## config.mk

```make
export PLATFORM = sky130hd
export DESIGN_NAME = wb_writeback_arb
export DESIGN_NICKNAME = d
export VERILOG_FILES = /design/src/rtl/wb_pkg.sv /design/src/rtl/wb_ll_fifo.sv /design/src/rtl/wb_writeback_arb.sv
export SDC_FILE = /design/constraint.sdc
export NUM_CORES = 1
export LEC_CHECK = 0
export CORE_ASPECT_RATIO = 0.6
export CORE_MARGIN = 2
export CORE_UTILIZATION = 51
export DETAILED_ROUTE_END_ITERATION = 10
export GPL_ROUTABILITY_DRIVEN = 0
export PLACE_DENSITY_LB_ADDON = 0.1
export SLEW_MARGIN = 30
export SYNTH_ARGS = -nofsm -noshare
export SYNTH_HDL_FRONTEND = slang
export SYNTH_HIERARCHICAL = 1
export SYNTH_SLANG_ARGS = --single-unit
```

## constraint.sdc

```tcl
create_clock -name clk -period 3.2 [get_ports clk]
set_input_delay 0.64 -clock clk [delete_from_list [all_inputs] [get_ports clk]]
set_output_delay 0.64 -clock clk [all_outputs]
set_load 0.02 [all_outputs]
```

## src/rtl/wb_pkg.sv

```systemverilog
// Shared types and sizing helpers for the writeback arbiter.
package wb_pkg;

   localparam int unsigned REG_AW = 5;
   localparam int unsigned XLEN   = 32;

   typedef struct packed {
      logic              valid;
      logic              kill;
      logic [REG_AW-1:0] rd;
      logic [XLEN-1:0]   data;
   } wb_ll_entry_t;

   function automatic int unsigned ptr_width(input int unsigned depth);
      return (depth > 2) ? $clog2(depth) : 1;
   endfunction

endpackage

```

## src/rtl/wb_ll_fifo.sv

```systemverilog
// Long-latency result FIFO: storage, kill-by-destination, head pop and
// pending-destination lookup for decode.
module wb_ll_fifo
   import wb_pkg::*;
#(
   parameter int unsigned Depth = 2
) (
   input  logic              clk,
   input  logic              rstn,
   input  logic              push,
   input  logic              push_kill,
   input  logic [REG_AW-1:0] push_rd,
   input  logic [XLEN-1:0]   push_data,
   input  logic              kill_en,
   input  logic [REG_AW-1:0] kill_rd,
   input  logic              pop,
   input  logic [REG_AW-1:0] chk_addr1,
   input  logic [REG_AW-1:0] chk_addr2,
   output logic              full,
   output logic              empty,
   output logic              head_kill,
   output logic [REG_AW-1:0] head_rd,
   output logic [XLEN-1:0]   head_data,
   output logic              pend_hit1,
   output logic              pend_hit2
);

   localparam int unsigned PtrW = ptr_width(Depth);
   localparam int unsigned CntW = PtrW + 1;

   wb_ll_entry_t    entries_q [Depth];
   logic [PtrW-1:0] wptr_q, rptr_q;
   logic [CntW-1:0] count_q;

   // Pointers wrap naturally since Depth is a power of two.
   always_ff @(posedge clk or negedge rstn) begin
      if (!rstn) begin
         for (int i = 0; i < Depth; i++) entries_q[i] <= '0;
         wptr_q  <= '0;
         rptr_q  <= '0;
         count_q <= '0;
      end else begin
         for (int i = 0; i < Depth; i++) begin
            if (kill_en && entries_q[i].valid && (entries_q[i].rd == kill_rd)) begin
               entries_q[i].kill <= 1'b1;
            end
         end
         if (pop) begin
            entries_q[rptr_q].valid <= 1'b0;
            rptr_q                  <= rptr_q + PtrW'(1);
         end
         if (push) begin
            entries_q[wptr_q] <= '{valid: 1'b1, kill: push_kill, rd: push_rd, data: push_data};
            wptr_q            <= wptr_q + PtrW'(1);
         end
         case ({push, pop})
            2'b10:   count_q <= count_q + CntW'(1);
            2'b01:   count_q <= count_q - CntW'(1);
            default: ;
         endcase
      end
   end

   assign full      = (count_q == CntW'(Depth));
   assign empty     = (count_q == '0);
   assign head_kill = entries_q[rptr_q].kill;
   assign head_rd   = entries_q[rptr_q].rd;
   assign head_data = entries_q[rptr_q].data;

   always_comb begin
      pend_hit1 = 1'b0;
      pend_hit2 = 1'b0;
      for (int i = 0; i < Depth; i++) begin
         if (entries_q[i].valid && !entries_q[i].kill) begin
            if ((chk_addr1 != '0) && (entries_q[i].rd == chk_addr1)) pend_hit1 = 1'b1;
            if ((chk_addr2 != '0) && (entries_q[i].rd == chk_addr2)) pend_hit2 = 1'b1;
         end
      end
   end

endmodule

```

## src/rtl/wb_writeback_arb.sv

```systemverilog
// Register-file writeback arbiter: pipeline results win, long-latency results queue.
// Optional WB_LL_BYPASS_EN writes an LL result straight through when nothing competes.
module wb_writeback_arb
   import wb_pkg::*;
#(
   parameter int unsigned LL_DEPTH   = 2,
   parameter int unsigned STARVE_MAX = 4
) (
   input  logic              clk,
   input  logic              rstn,
   input  logic              pipe_wb_en,
   input  logic [REG_AW-1:0] pipe_wb_rd,
   input  logic [XLEN-1:0]   pipe_wb_data,
   input  logic              ll_valid,
   output logic              ll_ready,
   input  logic [REG_AW-1:0] ll_rd,
   input  logic [XLEN-1:0]   ll_data,
   input  logic [REG_AW-1:0] chk_addr1,
   input  logic [REG_AW-1:0] chk_addr2,
   output logic              pend_hit1,
   output logic              pend_hit2,
   output logic              stall_req,
   output logic              w_regs_en,
   output logic [REG_AW-1:0] w_regs_addr,
   output logic [XLEN-1:0]   w_regs_data
);

   localparam int unsigned StW = $clog2(STARVE_MAX + 1);

   logic              pipe_wr, ll_accept, bypass, fifo_push, push_kill;
   logic              pop, write_ll, blocked;
   logic              fifo_full, fifo_empty, head_kill;
   logic [REG_AW-1:0] head_rd;
   logic [XLEN-1:0]   head_data;
   logic [StW-1:0]    starve_q, starve_d;
   logic              en_q, en_d;
   logic [REG_AW-1:0] addr_q, addr_d;
   logic [XLEN-1:0]   data_q, data_d;

   assign ll_ready  = !fifo_full;
   assign pipe_wr   = pipe_wb_en && (pipe_wb_rd != '0);
   // rd=0 results complete the handshake but are dropped here.
   assign ll_accept = ll_valid && ll_ready && (ll_rd != '0);

`ifdef WB_LL_BYPASS_EN
   assign bypass = ll_accept && fifo_empty && !pipe_wr;
`else
   assign bypass = 1'b0;
`endif

   assign fifo_push = ll_accept && !bypass;
   assign push_kill = pipe_wr && (ll_rd == pipe_wb_rd);
   // Killed heads retire silently even while the pipeline owns the port.
   assign pop       = !fifo_empty && (head_kill || !pipe_wr);
   assign write_ll  = pop && !head_kill;
   assign blocked   = !fifo_empty && !head_kill && pipe_wr;

   wb_ll_fifo #(
      .Depth (LL_DEPTH)
   ) u_fifo (
      .clk       (clk),
      .rstn      (rstn),
      .push      (fifo_push),
      .push_kill (push_kill),
      .push_rd   (ll_rd),
      .push_data (ll_data),
      .kill_en   (pipe_wr),
      .kill_rd   (pipe_wb_rd),
      .pop       (pop),
      .chk_addr1 (chk_addr1),
      .chk_addr2 (chk_addr2),
      .full      (fifo_full),
      .empty     (fifo_empty),
      .head_kill (head_kill),
      .head_rd   (head_rd),
      .head_data (head_data),
      .pend_hit1 (pend_hit1),
      .pend_hit2 (pend_hit2)
   );

   always_comb begin
      starve_d = starve_q;
      if (pop || fifo_empty) begin
         starve_d = '0;
      end else if (blocked && (starve_q != StW'(STARVE_MAX))) begin
         starve_d = starve_q + StW'(1);
      end
   end

   always_comb begin
      en_d   = 1'b0;
      addr_d = addr_q;
      data_d = data_q;
      if (pipe_wr) begin
         en_d   = 1'b1;
         addr_d = pipe_wb_rd;
         data_d = pipe_wb_data;
      end else if (write_ll) begin
         en_d   = 1'b1;
         addr_d = head_rd;
         data_d = head_data;
      end else if (bypass) begin
         en_d   = 1'b1;
         addr_d = ll_rd;
         data_d = ll_data;
      end
   end

   always_ff @(posedge clk or negedge rstn) begin
      if (!rstn) begin
         starve_q <= '0;
         en_q     <= 1'b0;
         addr_q   <= '0;
         data_q   <= '0;
      end else begin
         starve_q <= starve_d;
         en_q     <= en_d;
         addr_q   <= addr_d;
         data_q   <= data_d;
      end
   end

   assign stall_req   = (starve_q == StW'(STARVE_MAX));
   assign w_regs_en   = en_q;
   assign w_regs_addr = addr_q;
   assign w_regs_data = data_q;

endmodule

```

==> flow_metrics.py, run 1 <==
metrics = {
    "place": {
        "pre_cts_ws_ns": 0.0474,
        "port_buffers": 129,
        "hpwlAfterDp_um": 9450,
    },
    "critical_path": {
        "critPathRequiredTime_ns": 2.56,
        "crit_arrival_ns": 2.37,
        "slowest_delay_ns": 0.48,
        "worstSetupStartpointType": "primary input",
        "worstPathCellList": "clkdlybuf4s50_1 -> xor2_1 -> nor4_1 -> nand4b_1 -> a21oi_1 -> dlygate4sd2_1",
        "critPathBufInv": 2,
        "worstSetupEndpointType": "output port",
        "critical_path.top_delay_family": "buffers and inverters",
        "cp_max_fo": 3,
        "worstSetupPathType": "primary input to output port",
        "cpMaxStageDelayCell": "clkdlybuf4s50_1",
    },
    "global_routing": {
        "overflow": 0,
        "grt_max_degree": 57,
        "grt_pass1_wl_um": 22700,
        "first_global_vias": 4432,
        "antenna_found_initial": 0,
        "grt_usage_pct": 23.8,
    },
    "floorplan": {
        "die_width_um": 144,
        "ios": 130,
        "fp.coreArea_um2": 11400,
        "row_count": 30,
        "initial_utilization_pct": 52.8,
        "die_h_um": 88.2,
        "fp.dieArea_um2": 12700,
    },
    "sta": {
        "finClkSkew_ns": 0.00605,
        "max_slew_margin_pct": 49.7,
        "setup_tns_ns": 0,
        "finalHoldViolations": 0,
        "fin_crit_sh_pct": 93.9,
        "slew_viol_final": 0,
        "setup_ws_ns": 0.195,
        "period_minus_slack_ns": 3.01,
        "setup_violations": 0,
        "fmax_mhz": 333,
        "rsz0062_at_grt": "no",
        "worstMarginPinSlew_ns": 0.755,
    },
    "clocking": {
        "cts_setup_buffers": 0,
        "cts.sinks": 123,
        "cts_tree": "yes",
        "cts_hold_buf": 0,
        "clk_pin_slew_ns": 0.05,
        "ctsResizeCount": 1,
        "h-tree-depth": 4,
        "cts_buffer_depth": 2,
        "clock_latency_ns": 0.41,
        "numCtsBuffers": 17,
        "cts-root-buf": "clkbuf_16",
    },
    "routing": {
        "dr.pass1.iters": 4,
        "drtIter0Drc": 197,
        "drc_errors": 0,
        "vias": 3968,
        "drtAntennaViolNets": 0,
        "wirelength_um": 13900,
        "vias_per_cell": 5.30,
        "post_drt_wl_per_cell_um": 18.6,
    },
    "yosys": {
        "ys.warnings.count": 6,
        "ys_seq_area_share_pct": 51.1,
        "synth_nets": 525,
        "yosysUniqueCellTypes": 30,
        "synth_top_area_cell": "dfrtp_1",
        "synth_area_per_cell_um2": 13.9,
        "ys_top_cells_by_area": "dfrtp_1 51%, mux2_2 33%, xor2_1 3.2%",
        "ys_ff_latch": 123,
        "syn_inst": 434,
        "synth_area_um2": 6020,
        "synth_top_area_share_pct": 51.1,
    },
    "run_status": {
        "status": "completed",
    },
    "cells_and_area": {
        "num_antenna_cells": 0,
        "fin_nets": 666,
        "nFillCells": 804,
        "drive_above_1_share_pct": 38.3,
        "syn_to_final_growth_pct": 35.3,
    },
    "power": {
        "p_per_area_nw_per_um2": 1070,
        "ir_drop_v": 0.000578,
        "leakage_nw": 3.40,
    },
    "worst_hold_path": {
        "hp-class": "primary input to async pin",
    },
    "job": {
        "maxCapViolCount": 0,
    },
}
placed cells by master, fill, tap and decap left out, types with 2 or more instances in the layout:
cell             synthesis  routed
mux2_2                 176     176
clkdlybuf4s50_1          0     126
dfrtp_1                123     122
xor2_1                  22      22
xnor2_1                 19      19
clkbuf_16                0      17
nand2_1                 11      10
o21ai_0                 10      10
buf_4                    2      10
inv_1                    8       8
mux2i_1                  8       8
nor4_1                   7       7
clkinv_2                 0       4
bufinv_16                0       4
buf_12                   0       4
nor2_1                   5       4
nand4b_1                 4       4
a21oi_1                  3       3
ha_1                     3       3
clkbuf_1                 3       3
clkinvlp_4               0       3
nand4_1                  3       3
nor2_4                   1       2
or4_1                    2       2
per-layer routing:
metal  wire length [um]  global-route usage (%)  part of all wire (%)
met5                  0                       0                     0
met2               6280                    36.4                    45
met1               6510                    32.1                    47
met3                944                    8.86                   6.8
met4                174                    6.71                   1.3
cells in the mapped netlist:
cell      number
nor2b_1        1
buf_4          2
o311a_1        1
o21ai_0       10
mux2_2       176
and3_1         1
or4_4          1
o21ai_4        1
or3_1          1
nor4_1         7
xnor2_1       19
nor2_1         5
dfrtp_1      123
inv_1          8
ha_1           3
nand3b_1       1
nand4_1        3
or4_1          2
a21oi_1        3
buf_1          1
nor2_4         1
xor2_1        22
buf_6          5
mux2i_1        8
buf_2          9
o41ai_1        1
nand3_1        1
nand2_1       11
clkbuf_1       3
nand4b_1       4
cell families after synthesis:
group                    synth area share, %
flip-flops                              51.1
buffers and inverters                   2.68
AO/OA/AOI/OAI                           1.66
AND/OR/NAND/NOR                         3.76
multiplexers                            34.2
adder cells (fa/ha/maj)                0.623
XOR/XNOR                                5.96
cell type report:
type	instances	area, um2	area share, %
Clock buffer	20	437	5.36
Clock inverter	12	171	2.10
Inverter	8	30.0	0.368
Multi-Input combinational cell	283	2800	34.3
Sequential cell	123	3080	37.8
Tap cell	160	200	2.46
Timing Repair Buffer	142	1440	17.6
path summary, 6_finish.rpt:
path / cells past startpoint / startpoint / to / slack [ns]
hold / removal: 1 / rstn / w_regs_data[1] / 0.30
setup / recovery: 6 / chk_addr1[1] / pend_hit1 / 0.19
hold reg to reg: 1 / u_fifo/entries_q[40] / u_fifo/entries_q[40] / 0.50
max in group asynchronous: 2 / rstn / u_fifo/entries_q[50] / 2.13
setup reg to reg: 7 / u_fifo/count_q[1] / u_fifo/entries_q[70] / 0.99
min in group clk: 1 / u_fifo/entries_q[40] / u_fifo/entries_q[40] / 0.50
registers in the layout, summed over array words and instances, names as in the netlist:
| register | cells |
|---|---|
| w_regs_data | 32 |
| w_regs_addr | 5 |
| u_fifo/wptr_q | 1 |
| starve_q | 3 |
| w_regs_en | 1 |
| u_fifo/entries_q | 78 |
| u_fifo/rptr_q | 1 |
| u_fifo/count_q | 2 |
where the power goes:
group          total (W)  leakage (nW)  switching, W  internal [W]
Combinational    0.00385          1.66       0.00157       0.00227
Sequential       0.00292          1.45      0.000563       0.00235
Clock            0.00197         0.290      0.000668       0.00130
Total            0.00873          3.40       0.00280       0.00592
through the flow:
step,cell area [um2],hold WS (ns),cells,power (W),util (%)
6_report,8150,0.303,748,0.00873,71.4
5_1_grt,8150,0.352,748,0.00925,71.4
4_1_cts,8150,0.317,748,0.00881,71.4
3_5_place_dp,7540,0.488,716,0.00678,66.1
3_3_place_gp,7540,0.474,716,0.00660,66.1
2_1_floorplan,6020,0.344,434,0.00545,-
Note: power is estimated with default switching activity, not from simulation.
==> run 2: changes to the inputs <==
--- a/config.mk
+++ b/config.mk
@@ -6,7 +6,6 @@
 export NUM_CORES = 1
 export LEC_CHECK = 0
 export CORE_ASPECT_RATIO = 0.6
-export CORE_MARGIN = 2
 export CORE_UTILIZATION = 51
 export DETAILED_ROUTE_END_ITERATION = 10
 export GPL_ROUTABILITY_DRIVEN = 0
==> flow_metrics.py, run 2 (same netlist as run 1, synthesis figures left out) <==
metrics = {
    "clocking": {
        "clock_latency_ns": 0.40,
        "h-tree-depth": 4,
        "numCtsBuffers": 17,
        "clk_pin_slew_ns": 0.05,
        "cts_hold_buf": 0,
        "cts_buffer_depth": 2,
        "cts-root-buf": "clkbuf_16",
        "cts_setup_buffers": 0,
        "cts.sinks": 123,
        "cts_tree": "yes",
    },
    "global_routing": {
        "grt_usage_pct": 24.3,
        "first_global_vias": 4295,
        "grt_pass1_wl_um": 22400,
        "overflow": 0,
        "grt_max_degree": 79,
        "antenna_found_initial": 0,
    },
    "critical_path": {
        "cpMaxStageDelayCell": "clkdlybuf4s50_1",
        "slowest_delay_ns": 0.62,
        "worstPathCellList": "clkdlybuf4s50_1 -> xor2_1 -> nor4_1 -> nand4b_1 -> a21oi_1 -> clkdlybuf4s50_1",
        "worstSetupEndpointType": "output port",
        "worstSetupStartpointType": "primary input",
        "cp_max_fo": 3,
        "crit_arrival_ns": 2.51,
        "worstSetupPathType": "primary input to output port",
        "crit_top_cell": "clkdlybuf4s50_1",
        "rr_worst_depth": 7,
        "critPathRequiredTime_ns": 2.56,
    },
    "power": {
        "p_clk_share_pct": 23.3,
        "combPwrFrac_pct": 43.7,
        "sw_frac_of_total_pct": 31.4,
        "p_switching_w": 0.00278,
        "p_per_area_nw_per_um2": 1070,
        "internal-power_w": 0.00607,
        "leakage_nw": 3.46,
        "p_seq_share_pct": 33.0,
        "ir_drop_v": 0.000516,
    },
    "routing": {
        "drtIter0Drc": 170,
        "dr.pass1.iters": 5,
        "vias_per_cell": 5.28,
        "vias": 3980,
        "post_drt_wl_per_cell_um": 18.4,
        "wirelength_um": 13900,
        "drc_errors": 0,
        "drtAntennaViolNets": 0,
    },
    "sta": {
        "rsz0062_at_grt": "no",
        "setup_violations": 0,
        "setup_tns_ns": 0,
        "fin_crit_sh_pct": 98.3,
        "worstMarginPinSlew_ns": 0.704,
        "max_slew_margin_pct": 53.0,
        "fmax_mhz": 318,
        "finalHoldViolations": 0,
        "slew_viol_final": 0,
        "finClkSkew_ns": 0.00878,
        "period_minus_slack_ns": 3.15,
    },
    "floorplan": {
        "die_width_um": 142,
        "row_count": 30,
        "fp.coreArea_um2": 11400,
        "fp.dieArea_um2": 12300,
        "initial_utilization_pct": 52.8,
        "ios": 130,
        "die_h_um": 86.2,
    },
    "job": {
        "maxCapViolCount": 0,
    },
    "cells_and_area": {
        "final_cell_count_no_fill": 754,
        "mostFrequentLayoutCells": "176 x mux2_2, 127 x clkdlybuf4s50_1, 122 x dfrtp_1",
        "final_core_util_pct": 72.2,
        "syn_to_final_growth_pct": 36.8,
        "top_register": "u_fifo/entries_q",
        "fin_nets": 674,
        "num_antenna_cells": 0,
        "largest_reg_flops": 78,
        "drive_above_1_share_pct": 39.2,
        "final_area_um2": 8240,
        "nFillCells": 813,
        "final_common_cell": "mux2_2",
    },
    "place": {
        "hpwlAfterDp_um": 9650,
        "port_buffers": 129,
        "placed_area_um2": 7600,
        "dpl.cell_count": 724,
    },
    "run_status": {
        "status": "completed",
    },
    "worst_hold_path": {
        "hp-class": "primary input to async pin",
    },
}
run 2: changes by cell type in the layout (fill, tap and decap cells not counted):
cell | before | now
buf_4 | 10 | 19
clkbuf_8 | 0 | 3
clkinvlp_4 | 3 | 0
buf_12 | 4 | 2
buf_16 | 0 | 1
bufinv_16 | 4 | 5
clkbuf_1 | 3 | 2
clkdlybuf4s50_1 | 126 | 127
clkinv_2 | 4 | 3
dlygate4sd2_1 | 1 | 0
inv_6 | 1 | 0
nor4_1 | 7 | 6
nor4_2 | 0 | 1
run 2: worst paths after layout:
kind                              startpoint                    to  slack, ns
hold reg to reg            u_fifo/count_q[1]     u_fifo/count_q[1]       0.50
min in group clk           u_fifo/count_q[1]     u_fifo/count_q[1]       0.50
hold / removal                          rstn       w_regs_data[27]       0.21
setup / recovery                chk_addr1[2]             pend_hit1       0.05
setup reg to reg           u_fifo/count_q[1]  u_fifo/entries_q[65]       1.01
max in group asynchronous               rstn  u_fifo/entries_q[47]       2.22
run 2: area by class of cell:
cell class                 instances  area, um2  area share (%)
clock buffer                      22        474            5.75
clock inverter                     8        165            2.00
inverter                           8       30.0           0.364
multi-input combinational        283       2800            34.0
sequential                       123       3080            37.4
tap                              160        200            2.43
timing repair buffer             150       1490            18.1
run 2: power groups by stage:
stage	clock network, W	registers (W)	logic, W
after floorplan	0	0.00304	0.00240
after global placement	0	0.00286	0.00372
after detailed placement	0	0.00292	0.00387
after CTS	0.00210	0.00292	0.00390
after global routing	0.00219	0.00301	0.00416
final	0.00206	0.00292	0.00387
run 2: worst max-delay path, delay by kind of cell:
family          cells  cell delay, ns
xor+xnor            1            0.18
simple gates        2            0.43
buf+inv             2            1.11
compound gates      1            0.14
run 2: through the flow:
| step | setup WS (ns) | total power (W) | hold slack [ns] |
|---|---|---|---|
| after floorplan | 0.643 | 0.00545 | 0.344 |
| after global placement | 0.107 | 0.00658 | 0.477 |
| after detailed placement | 0.0516 | 0.00680 | 0.485 |
| after CTS | 0.0526 | 0.00892 | 0.216 |
| after global routing | 0.0361 | 0.00936 | 0.231 |
| final | 0.0546 | 0.00886 | 0.211 |
run 2: timing repair:
item | 4_1_cts | 5_1_grt
setup endpoints to repair | 0 | 2
resized for setup | 0 | 2
hold endpoints to repair | 0 | 0
run 2: per-layer routing:
metal  part of all wire, %  vias to the layer above  global-route usage, %  wire length (um)
met1                    45                     1996                   33.3              6300
met3                   7.5                       13                   7.68              1050
met4                  0.79                        0                   6.26               110
li1                      -                     1848                      -                 -
met2                    46                      123                   37.7              6410
met5                     0                        -                      0                 0
